$ cat src/rtl/plab5_mcore_net_msg_to_mem_resp.sv
// ---------------------------------------------------------------------------
// plab5_mcore_net_msg_to_mem_resp
//
// Core-side receive adapter for the memory-response network. Takes a split
// network message (control + data), drops it if it was routed to the wrong
// endpoint, otherwise strips the network header, clears the routing tag kept
// in the top bits of the memory opaque field, and buffers the resulting
// memory response in a 2-entry queue toward the core/cache.
//
// Handshake: a transfer on either side happens on a rising clk edge where
// val and rdy are both 1. out_val depends only on registered state;
// in_rdy may depend combinationally on out_rdy (enqueue into a full queue is
// allowed when the head leaves in the same cycle).
//
// Ports:
//   clk              clock
//   reset            asynchronous active-low reset
//   in_domain        security domain of the incoming message
//   in_msg_control   {dest, src, net_opaque, type, mem_opaque, len}
//   in_msg_data      response data
//   in_val/in_rdy    input handshake
//   out_domain       domain of the head entry (0 when empty)
//   out_msg_control  {type, opaque, len} of the head entry (0 when empty)
//   out_msg_data     data of the head entry (0 when empty)
//   out_val/out_rdy  output handshake
//   err_misroute     sticky: a message for another endpoint was received
//   misroute_count   saturating count of dropped misrouted messages
// ---------------------------------------------------------------------------
module plab5_mcore_net_msg_to_mem_resp #(
    parameter int p_net_dest          = 0,
    parameter int p_num_ports         = 4,
    parameter int p_mem_opaque_nbits  = 8,
    parameter int p_mem_data_nbits    = 32,
    parameter int p_net_opaque_nbits  = 4,
    parameter int p_net_srcdest_nbits = 3,
    localparam int c_len_nbits      = $clog2(p_mem_data_nbits / 8),
    localparam int c_mem_msg_cnbits = 3 + p_mem_opaque_nbits + c_len_nbits,
    localparam int c_net_msg_cnbits = c_mem_msg_cnbits + p_net_opaque_nbits
                                      + 2 * p_net_srcdest_nbits
) (
    input  logic                        clk,
    input  logic                        reset,
    input  logic                        in_domain,
    input  logic [c_net_msg_cnbits-1:0] in_msg_control,
    input  logic [p_mem_data_nbits-1:0] in_msg_data,
    input  logic                        in_val,
    output logic                        in_rdy,
    output logic                        out_domain,
    output logic [c_mem_msg_cnbits-1:0] out_msg_control,
    output logic [p_mem_data_nbits-1:0] out_msg_data,
    output logic                        out_val,
    input  logic                        out_rdy,
    output logic                        err_misroute,
    output logic [7:0]                  misroute_count
);

    localparam int c_mo          = p_mem_opaque_nbits;
    localparam int c_md          = p_mem_data_nbits;
    localparam int c_ns          = p_net_srcdest_nbits;
    localparam int c_entry_nbits = 1 + c_mem_msg_cnbits + c_md;
    // Endpoint count only matters to the network; kept for interface parity.
    localparam int c_unused_num_ports = p_num_ports;
    localparam logic [c_ns-1:0] c_dest = p_net_dest[c_ns-1:0];

    // Input field extraction
    logic [c_ns-1:0]        w_dest;
    logic [2:0]             w_type;
    logic [c_mo-c_ns-1:0]   w_opq_low;
    logic [c_len_nbits-1:0] w_len;
    logic [c_mo-1:0]        w_opq;
    logic                   w_unused_fields;

    assign w_dest    = in_msg_control[c_net_msg_cnbits-1 -: c_ns];
    assign w_type    = in_msg_control[c_len_nbits + c_mo +: 3];
    assign w_opq_low = in_msg_control[c_len_nbits +: (c_mo - c_ns)];
    assign w_len     = in_msg_control[c_len_nbits-1:0];
    // Routing tag (top ns opaque bits) is cleared on the way back to the core.
    assign w_opq     = {{c_ns{1'b0}}, w_opq_low};
    // src, net_opaque and the routing tag are deliberately discarded.
    assign w_unused_fields =
        ^{in_msg_control[c_mem_msg_cnbits +: (p_net_opaque_nbits + c_ns)],
          in_msg_control[c_len_nbits + c_mo - c_ns +: c_ns]};

    logic [c_entry_nbits-1:0] w_entry;
    assign w_entry = {in_domain, w_type, w_opq, w_len, in_msg_data};

    // Queue state
    logic [c_entry_nbits-1:0] r_entry [2];
    logic                     r_head;
    logic                     r_tail;
    logic [1:0]               r_count;
    logic                     r_err;
    logic [7:0]               r_mis_cnt;

    logic                     w_out_val;
    logic                     w_out_fire;
    logic                     w_in_fire;
    logic                     w_match;
    logic                     w_enq;
    logic                     w_drop;
    logic [c_entry_nbits-1:0] w_head;

    assign w_out_val  = (r_count != 2'd0);
    assign w_out_fire = w_out_val & out_rdy;
    // A full queue still accepts when the head leaves this cycle.
    assign in_rdy     = (r_count != 2'd2) | w_out_fire;
    assign w_in_fire  = in_val & in_rdy;
    assign w_match    = (w_dest == c_dest);
    assign w_enq      = w_in_fire & w_match;
    assign w_drop     = w_in_fire & ~w_match;

    always_ff @(posedge clk or negedge reset) begin
        if (!reset) begin
            for (int i = 0; i < 2; i++) begin
                r_entry[i] <= '0;
            end
            r_head  <= 1'b0;
            r_tail  <= 1'b0;
            r_count <= 2'd0;
        end else begin
            if (w_enq) begin
                r_entry[r_tail] <= w_entry;
                r_tail          <= ~r_tail;
            end
            if (w_out_fire) begin
                r_head <= ~r_head;
            end
            case ({w_enq, w_out_fire})
                2'b10:   r_count <= r_count + 2'd1;
                2'b01:   r_count <= r_count - 2'd1;
                default: r_count <= r_count;
            endcase
        end
    end

    always_ff @(posedge clk or negedge reset) begin
        if (!reset) begin
            r_err     <= 1'b0;
            r_mis_cnt <= 8'd0;
        end else if (w_drop) begin
            r_err <= 1'b1;
            if (r_mis_cnt != 8'hFF) begin
                r_mis_cnt <= r_mis_cnt + 8'd1;
            end
        end
    end

    // Outputs come straight from the head entry; masked when empty so stale
    // high-domain data is never visible.
    assign w_head          = r_entry[r_head];
    assign out_val         = w_out_val;
    assign out_domain      = w_out_val & w_head[c_entry_nbits-1];
    assign out_msg_control = w_out_val ? w_head[c_md +: c_mem_msg_cnbits] : '0;
    assign out_msg_data    = w_out_val ? w_head[c_md-1:0] : '0;
    assign err_misroute    = r_err;
    assign misroute_count  = r_mis_cnt;

endmodule

$ cat config.mk
export PLATFORM = sky130hd
export DESIGN_NAME = plab5_mcore_net_msg_to_mem_resp
export DESIGN_NICKNAME = d
export VERILOG_FILES = /design/src/rtl/plab5_mcore_net_msg_to_mem_resp.sv
export SDC_FILE = /design/constraint.sdc
export NUM_CORES = 1
export LEC_CHECK = 0
export CAP_MARGIN = 0
export CORE_ASPECT_RATIO = 1.5
export CORE_MARGIN = 1
export CORE_UTILIZATION = 45
export CTS_BUF_LIST = sky130_fd_sc_hd__clkbuf_8
export CTS_CLUSTER_DIAMETER = 50
export DETAILED_ROUTE_END_ITERATION = 16
export PLACE_DENSITY = 0.74
export SLEW_MARGIN = 40
export SYNTH_ARGS = -nofsm -noshare
export SYNTH_HDL_FRONTEND = slang
export SYNTH_SLANG_ARGS = --single-unit
$ cat constraint.sdc
create_clock -name clk -period 2.1 [get_ports clk]
set_clock_uncertainty 0.1 [all_clocks]
set_input_delay 0.315 -clock clk [delete_from_list [all_inputs] [get_ports clk]]
set_output_delay 0.315 -clock clk [all_outputs]
set_load 0.03 [all_outputs]
==> results.sh <==
export IMPL_via_per_inst=5.13
export IMPL_synth_xor_area_frac=0.0188
export IMPL_yosysTopAreaCell="dfrtp_1"
export IMPL_dp_final_hpwl_um=6370
export IMPL_yosys_top_cells_area="dfrtp_1 (53%), mux2_4 (13%), mux2_2 (12%)"
export IMPL_drt_iter0_markers=116
export IMPL_finalCritPeriodShare=0.978
export IMPL_grt_setup_unrepaired="true"
export IMPL_synth_simple_area_share=0.0707
export IMPL_power_density_nw_per_um2=1650
export IMPL_worstPathArrival_ns=1.64
export IMPL_power_leakage_uw=0.00287
export IMPL_met1_length_um=3950
export IMPL_cap_violations=0
export IMPL_drive_gt1_frac=0.381
export IMPL_fmaxAchievable_mhz=487
export IMPL_coreArea_um2=10100
export IMPL_switchingPower_uw=4090
export IMPL_syn_to_final_growth_pct=28.7
export IMPL_p_clk_frac=0.132
export IMPL_layout_nets=515
export IMPL_htreeDepth=3
export IMPL_clockBufferDepth=2
export IMPL_synth_warnings=0
export IMPL_fp_dieW_um=85.2
export IMPL_avgSynthCellArea_um2=13.9
export IMPL_cts_root_buf="clkbuf_8"
export IMPL_antenna_cells=0
export IMPL_die_y_um=127
export IMPL_dr_pass1_iters=4
export IMPL_combPwrFrac=0.522
export IMPL_startpoint_type="flip-flop"
export IMPL_ir_worst_vdd_uv=798
export IMPL_ios=117
export IMPL_synth_top_area_frac=0.531
export IMPL_topRoutingLayerUsed="met4"
export IMPL_grt_first_pass_wirelength_um=15800
export IMPL_yosysSeqAreaShare=0.531
export IMPL_path_class="flip-flop to output pin"
export IMPL_power_share_switching=0.412
export IMPL_drc_errors=0
export IMPL_ant_nets=0
export IMPL_syn_area_um2=4670
export IMPL_intPower_uw=5840
export IMPL_post_dp_cell_area_um2=5920
export IMPL_tightest_slew_ns=0.586
export IMPL_synthMuxAreaShare=0.337
export IMPL_setup_viol=0
export IMPL_route_met3_wl_um=294
export IMPL_antenna_found_initial=0
export IMPL_synth_top_family_by_area="multiplexers"
export IMPL_clock_sinks=99
export IMPL_path_cells="buf_4, mux2i_1, nor2_1, dlygate4sd2_1"
export IMPL_status="completed"
export IMPL_ys_ff_latch=99
export IMPL_worst_path_dominant_cell_family="buffers and inverters"
export IMPL_rows=45
export IMPL_final_common_cell="dfrtp_1"
export IMPL_drt_total_wl_um=9500
export IMPL_fin_tns_setup_ns=0
export IMPL_cp_slowest_stage_delay_ns=0.48
export IMPL_vias=2943
export IMPL_gr_total_overflow=0
export IMPL_setup_worst_path_end_class="output pin"
export IMPL_dr_wl_met2_um=5060
export IMPL_layout_cells_most_common_list="dfrtp_1 (98), clkdlybuf4s50_1 (57), mux2_2 (48)"
export IMPL_first_global_vias=3195
export IMPL_hold_class="input pin to async pin"
export IMPL_clk_pin_slew_ns=0.09
export IMPL_layout_min_cycle_time_ns=2.05
export IMPL_cts_tree="yes"
export IMPL_synthDistinctLibCells=29
export IMPL_drt_wirelength_per_cell_um=16.5
export IMPL_numCtsBuffers=9
export IMPL_hold_viol=0
export IMPL_synth_compound_area_frac=0.00214
export IMPL_crit_required_ns=1.68
export IMPL_slowest_stage="dfrtp_2"
export IMPL_path_max_fanout=6
export IMPL_clk_latency_ns=0.36
export IMPL_port_buffers=103
export IMPL_synth_fa_ha_area_frac=0.00536
export IMPL_dieArea_um2=10800
export IMPL_final_area_um2=6010
export IMPL_maxSlewViolCount=0
export IMPL_grt_max_degree=49
export IMPL_netlist_instances=335
export IMPL_cp_num_buf_inv=2
export IMPL_grt_total_usage=0.189
export IMPL_start_util=0.463
export IMPL_p_seq_frac=0.345
export IMPL_maxSlewHeadroom=0.606
export IMPL_place_congestion=0.700
-- power by group through the flow --
| stage | Clock, µW | Combinational, µW | Sequential, µW |
|---|---|---|---|
| finish | 1310 | 5180 | 3430 |
| floorplan | 0 | 3590 | 3390 |
| global placement | 0 | 5660 | 3370 |
| global route | 1440 | 5540 | 3550 |
| detailed placement | 0 | 5710 | 3440 |
| CTS | 1360 | 5280 | 3410 |
-- routing by layer --
metal | global-route usage | up-vias
met5 | 0 | -
li1 | - | 1385
met3 | 0.0280 | 11
met1 | 0.232 | 1486
met2 | 0.331 | 61
met4 | 0.0758 | 0
-- layout make-up --
type	count	area [µm²]
clock buffer	10	138
inverter	2	7.51
clock inverter	5	77.6
tap	117	146
multi-input combinational	215	2040
fill	828	4070
timing repair buffer	126	1120
sequential	99	2480
-- synth_stat cells --
cell	number
buf_6	8
xnor2_1	3
nor2_4	1
mux2_2	48
nand3b_2	1
nand3_1	2
ha_1	2
xor2_1	7
mux2_4	40
nor4_1	2
nor2_1	47
nor3_1	3
conb_1	1
nand3_4	1
buf_4	3
nor4b_1	1
mux2i_1	43
clkbuf_1	5
buf_2	5
nand4_1	1
or3b_1	1
o32a_1	1
nand2_1	3
nand4_2	1
nand2b_1	2
inv_1	2
and2_1	1
dfrtp_1	99
nor3_2	1
-- timing repair --
item | CTS | global route
setup endpoints to repair | 45 | 35
hold buffers | 1 | 0
gates cloned | 0 | 1
resized for setup | 52 | 78
hold endpoints to repair | 19 | 0
setup buffers | 0 | 5
-- worst paths after layout --
kind / start / endpoint / slack, ns / cells past startpoint
min in group clk: err_misroute / err_misroute / 0.39 / 1
worst min register to register: err_misroute / err_misroute / 0.39 / 1
max in group asynchronous: reset / r_entry[37] / 1.05 / 3
worst max-delay path: r_head / out_msg_data[2] / 0.05 / 4
worst max register to register: r_count[0] / r_entry[71] / 0.13 / 6
worst min-delay path: reset / r_entry[48] / 0.28 / 2
-- flip-flops by register name, indices dropped and copies added, names as in the netlist --
signal / count
misroute_count: 8
err_misroute: 1
r_entry: 86
r_tail: 1
r_count: 2
r_head: 1
-- through the flow --
stage	utilization	instances	total power (µW)	setup WS (ns)	hold slack, ns
floorplan	-	337	6980	0.182	-0.0806
global placement	0.588	552	9030	-0.108	0.120
detailed placement	0.588	552	9150	-0.123	0.126
CTS	0.605	568	10100	0.00204	0.292
global route	0.596	574	10500	-0.0805	0.294
finish	0.596	574	9930	0.0468	0.285
-- kinds of logic after synthesis --
logic type | count (synthesis)
muxes | 131
DFF | 99
and+or+nand+nor | 68
buffers and inverters | 23
xor gates and xnor gates | 10
adders and majority gates | 2
other | 1
AOI/OAI and AO/OA | 1
-- worst register-to-register path, delay by kind of cell (launching register included) --
| kind | cells | cell delay (ns) |
|---|---|---|
| multiplexers | 1 | 0.32 |
| buffers and inverters | 2 | 0.36 |
| AND/OR/NAND/NOR | 3 | 0.63 |
| flip-flops | 1 | 0.45 |
No activity file was read; power rests on OpenSTA's default activity.
